$ cat config.mk
export PLATFORM = sky130hd
export DESIGN_NAME = keypad_decoder
export DESIGN_NICKNAME = d
export VERILOG_FILES = /design/src/rtl/keypad_decoder.sv
export SDC_FILE = /design/constraint.sdc
export NUM_CORES = 1
export LEC_CHECK = 0
export CAP_MARGIN = 10
export CORE_UTILIZATION = 55
export DETAILED_ROUTE_END_ITERATION = 7
export GPL_TIMING_DRIVEN = 0
export HOLD_SLACK_MARGIN = 0.05
export PLACE_DENSITY = 0.73
export SYNTH_ARGS = -nofsm -noshare
export SYNTH_HDL_FRONTEND = slang
export SYNTH_SLANG_ARGS = --single-unit
$ cat constraint.sdc
create_clock -name clk -period 4.2 [get_ports clk]
set_clock_uncertainty 0.15 [all_clocks]
set_input_delay 1.26 -clock clk [delete_from_list [all_inputs] [get_ports clk]]
set_output_delay 1.26 -clock clk [all_outputs]
set_load 0.005 [all_outputs]
$ cat src/rtl/keypad_decoder.sv
// keypad_decoder
//   Scans a 4x4 active-low matrix keypad one column at a time, synchronises
//   the row returns, picks the lowest pressed key index per full scan frame,
//   debounces the per-frame result and presents it as a level code.
//
// Parameters
//   SCAN_DIV  clock cycles each column stays driven (>= 4)
//   DEBOUNCE  consecutive identical frames needed to change decode (1..15)
//
// Ports
//   clk        system clock
//   rst        synchronous active-high reset
//   row[3:0]   row returns, active-low, asynchronous to clk
//   col[3:0]   column drive, active-low, one-hot low
//   decode     debounced key code (k+1), 0 = no key
//   key_press  one-cycle strobe alongside each new nonzero decode value

module keypad_decoder #(
   parameter int SCAN_DIV = 1000,
   parameter int DEBOUNCE = 4
) (
   input  logic       clk,
   input  logic       rst,
   input  logic [3:0] row,
   output logic [3:0] col,
   output logic [3:0] decode,
   output logic       key_press
);

   localparam int               DIV_W    = (SCAN_DIV > 1) ? $clog2(SCAN_DIV) : 1;
   localparam logic [DIV_W-1:0] DIV_LAST = DIV_W'(SCAN_DIV - 1);
   localparam logic [DIV_W-1:0] DIV_ONE  = DIV_W'(1);
   localparam logic [3:0]       CNT_MAX  = 4'(DEBOUNCE);

   logic [3:0]       row_m;
   logic [3:0]       row_s;
   logic [DIV_W-1:0] div;
   logic [1:0]       ci;
   logic [3:0]       hit;        // best code seen so far this frame, 0 = none
   logic [3:0]       cand;
   logic [3:0]       cnt;

   logic             sample;
   logic             frame_end;
   logic [3:0]       key_idx;
   logic [3:0]       col_code;
   logic [3:0]       merged_code;
   logic [3:0]       cand_n;
   logic [3:0]       cnt_n;
   logic             update;

   assign sample    = (div == DIV_LAST);
   assign frame_end = sample && (ci == 2'd3);
   assign col       = ~(4'b0001 << ci);

   // Lowest pressed row in the driven column. The loop runs from the top row
   // down so the last (lowest-row) hit wins. Key 15 is not a real key.
   always_comb begin
      col_code = 4'd0;
      key_idx  = 4'd0;
      for (int r = 3; r >= 0; r--) begin
         key_idx = {2'(r), ci};
         if (!row_s[r] && (key_idx != 4'hF)) begin
            col_code = key_idx + 4'd1;
         end
      end
   end

   // Keys are not found in index order across columns, so the frame result
   // is a running minimum rather than the first hit.
   always_comb begin
      merged_code = hit;
      if ((col_code != 4'd0) && ((hit == 4'd0) || (col_code < hit))) begin
         merged_code = col_code;
      end
   end

   // At a frame end merged_code is the frame code.
   always_comb begin
      cand_n = cand;
      cnt_n  = cnt;
      if (merged_code == cand) begin
         if (cnt != CNT_MAX) begin
            cnt_n = cnt + 4'd1;
         end
      end else begin
         cand_n = merged_code;
         cnt_n  = 4'd1;
      end
   end

   assign update = frame_end && (cnt_n == CNT_MAX) && (cand_n != decode);

   always_ff @(posedge clk) begin
      if (rst) begin
         row_m     <= 4'd0;
         row_s     <= 4'd0;
         div       <= '0;
         ci        <= 2'd0;
         hit       <= 4'd0;
         cand      <= 4'd0;
         cnt       <= 4'd0;
         decode    <= 4'd0;
         key_press <= 1'b0;
      end else begin
         row_m     <= row;
         row_s     <= row_m;
         key_press <= 1'b0;
         if (sample) begin
            div <= '0;
            ci  <= ci + 2'd1;
            if (ci == 2'd3) begin
               hit  <= 4'd0;
               cand <= cand_n;
               cnt  <= cnt_n;
               if (update) begin
                  decode    <= cand_n;
                  key_press <= (cand_n != 4'd0);
               end
            end else begin
               hit <= merged_code;
            end
         end else begin
            div <= div + DIV_ONE;
         end
      end
   end

endmodule

==> results.toml <==
[power_and_ir_drop]
pwr-share-seq_pct = 54.0
switchingPower_mw = 0.148
power.internal_mw = 0.520
ir_drop_v = 0.000227
clockPowerShare_pct = 40.6
switching_share_pct = 22.2
power_density_mw_per_mm2 = 265
p_comb_share_pct = 5.4
leakagePower_nw = 0.921

[sta]
hold_viol_final = 0
setup_ws_ns = 0.313
drv_slew = 0
setup_viol = 0
max_clock_freq_mhz = 257
max_slew_margin_pct = 58.2
min_period_over_period_pct = 92.5
tns_ns = 0
rsz0062_at_grt = "no"
hold_ws_ns = 0.286
worst_pin_slew_ns = 0.620
fin_crit_ns = 3.89

[worst_setup_path]
reg2reg_depth = 14
crit_family = "compound AO/OA/AOI/OAI gates"
required_ns = 4.24
cp_num_cells = 14
cp_max_fo = 7
worstPathArrival_ns = 3.92
crit_type = "flip-flop to flip-flop"
slowest_stage = "dfxtp_1"
crit_chain = "ha_1 > inv_1 > a21o_1 > and2_1 > inv_1 > ha_1 > o211ai_1 > o21ai_1 > nand2_2 > a221o_1 > o221ai_1 > nand4_1 > a31oi_4 > mux2_4"
cp-endpoint = "decode[3]$_SDFFE_PP0P_"
cpPeakStageDelay_ns = 0.35
startpoint = "ci[0]$_SDFFE_PP0N_"
critical_path.n_buffers_inverters = 2
r2r_end = "decode[3]$_SDFFE_PP0P_"
startpoint_type = "flip-flop"
worstSetupEndpointType = "flip-flop"
reg2reg_from = "ci[0]$_SDFFE_PP0N_"
r2r_setup_slack_ns = 0.31

[synthesis]
synth_commonest_cells = "dfxtp_1, nor2_1, nand2_1, inv_1, a21oi_1"
synth_edf_count = 0
synth_seq_cells = 37
yosysWarnings = 0
synthFlopType = "dfxtp_1"
syn_nets = 277
yosys.area_share.simple_pct = 26.1
synth-compound-area-share_pct = 20.7
synthXorXnorAreaFrac_pct = 6.25
synthAdderAreaFrac_pct = 5.63
ys_types = 60
synth_most_common_cell = "dfxtp_1"
synth_area_leader_cell = "dfxtp_1"
synth_top_family_by_area = "simple AND/OR/NAND/NOR gates"
synth_area_leaders = "dfxtp_1, nor2_1, ha_1"
ys_seq_area_share_pct = 33.3
avgSynthCellArea_um2 = 8.51
syn_area_mm2 = 0.00222
ys_async_sr_fraction_pct = 0
postSynthCellCount = 261
synth.area.mux_share_pct = 3.43
synth_top_area_share_pct = 33.3

[global_route]
first_global_vias = 1680
antenna_found_initial = 0
grt_first_pass_wirelength_um = 7600
grt_max_degree = 12
grt_usage_pct = 23.6
gr-total-overflow = 0

[floorplan]
die-area_mm2 = 0.00430
io_pins = 15
rows = 22
core-area_mm2 = 0.00377
die_w_um = 65.6
start_util_pct = 58.9
die_h_um = 65.6

[detailed_routing]
met1_length_um = 2160
drc = 0
postRouteWirelength_um = 4350
drt_iter0_drc = 74
vias = 1802
first_pass_iters = 4
highest_layer = "met4"
ant_nets = 0
wl_met2_um = 1990
wl_met3_um = 128
via_per_inst = 5.44
wire_per_inst_um = 13.1

[cts]
cts-buffers-inserted = 5
cts_buffer_depth = 2
clk_latency_ns = 0.29
path_clk_slew_ns = 0.07
h-tree-depth = 2
postCtsSetupBuffers = 0
cts_resized = 0
cts_tree = "yes"
holdBufCountCts = 0
clock-sinks = 37
root_buffer = "clkbuf_8"

[cells_and_area]
final_nets = 298
nFillCells = 331
utilization_pct = 66.9
drive_above_1_share_pct = 11.0
finalNonFillerCells = 331
antennaDiodeCount = 0
synthToLayoutAreaGrowth_pct = 13.6

[place]
dp.cells = 323
place_hpwl_um = 3330
pre_cts_ws_ns = 0.364
gp_congestion = 0.836
io_buffers = 14

[worst_hold_path]
hp-start = "row_m[2]$_SDFF_PP0_"
min_path_type = "flip-flop to flip-flop"

[job]
drv_cap = 0

[outcome]
status = "finished, final reports clean"
==> how the worst min path moves through the flow <==
stage,end,depth (start not counted),slack (ns)
after CTS,row_s[0]$_SDFF_PP0_,1,0.29
after detailed placement,row_s[0]$_SDFF_PP0_,1,0.27
after floorplan,row_s[0]$_SDFF_PP0_,1,0.26
final,row_s[2]$_SDFF_PP0_,1,0.29
after global placement,row_s[1]$_SDFF_PP0_,1,0.27
after global routing,row_s[2]$_SDFF_PP0_,1,0.31
==> kinds of logic after synthesis <==
family	Yosys count
buffers and inverters	26
AND/OR/NAND/NOR	112
multiplexers	6
AO/OA/AOI/OAI	55
flip-flops	37
XOR/XNOR	15
adder cells (fa/ha/maj)	10
==> metrics by stage <==
step | power [mW] | cell area (µm²)
global route | 0.695 | 2520
detailed placement | 0.405 | 2420
global placement | 0.405 | 2420
CTS | 0.678 | 2520
finish | 0.669 | 2520
floorplan | 0.393 | 2220
==> area by class of cell <==
| cell class | count | area, µm² | area share (%) |
|---|---|---|---|
| Multi-Input combinational cell | 198 | 1380 | 54.7 |
| Timing Repair Buffer | 14 | 140 | 5.55 |
| Inverter | 19 | 71.3 | 2.83 |
| Clock inverter | 1 | 5.00 | 0.198 |
| Clock buffer | 7 | 96.3 | 3.82 |
| Sequential cell | 37 | 741 | 29.4 |
| Tap cell | 48 | 60.1 | 2.38 |
| Buffer | 7 | 28.8 | 1.14 |
==> routing by layer <==
metal / vias up / GRT usage, %
met5: - / 0
met4: 0 / 8.97
met3: 7 / 4.69
met2: 22 / 37.8
met1: 822 / 31.0
li1: 951 / -
==> sequential cells by signal, indices dropped and copies added (netlist names) <==
signal / flops
cand: 4
ci: 2
cnt: 4
decode: 4
div: 10
hit: 4
key_press: 1
row_m: 4
row_s: 4
==> worst register-to-register path, cell delays in order (launching register included) <==
cell and delay [ns]:
dfxtp_1 0.35, ha_1 0.29, inv_1 0.18, a21o_1 0.22, and2_1 0.22, inv_1 0.08
ha_1 0.28, o211ai_1 0.13, o21ai_1 0.29, nand2_2 0.13, a221o_1 0.31, o221ai_1 0.27
nand4_1 0.24, a31oi_4 0.32, mux2_4 0.33
==> power by group through the flow <==
| stage | Clock, mW | Combinational (mW) | Sequential, mW |
|---|---|---|---|
| finish | 0.271 | 0.0363 | 0.361 |
| global route | 0.292 | 0.0414 | 0.361 |
| CTS | 0.281 | 0.0367 | 0.361 |
| detailed placement | 0 | 0.0365 | 0.369 |
| global placement | 0 | 0.0362 | 0.369 |
| floorplan | 0 | 0.0253 | 0.368 |
==> placed cells by master, fill, tap and decap left out, types with 4 or more instances in the layout <==
| cell type | Yosys | routed |
|---|---|---|
| nand2_1 | 23 | 23 |
| o21ai_0 | 4 | 4 |
| inv_1 | 19 | 19 |
| ha_1 | 10 | 10 |
| nor3_1 | 6 | 6 |
| clkbuf_1 | 5 | 5 |
| dfxtp_1 | 37 | 37 |
| nand2b_1 | 4 | 4 |
| a21o_1 | 4 | 4 |
| nor2b_1 | 11 | 11 |
| nand3_1 | 8 | 8 |
| xor2_1 | 6 | 6 |
| clkdlybuf4s50_1 | 0 | 14 |
| a21oi_1 | 13 | 13 |
| a211oi_1 | 4 | 4 |
| clkbuf_8 | 0 | 7 |
| nor2_1 | 36 | 36 |
| xnor2_1 | 8 | 8 |
Note: power is estimated with default switching activity, not from simulation.
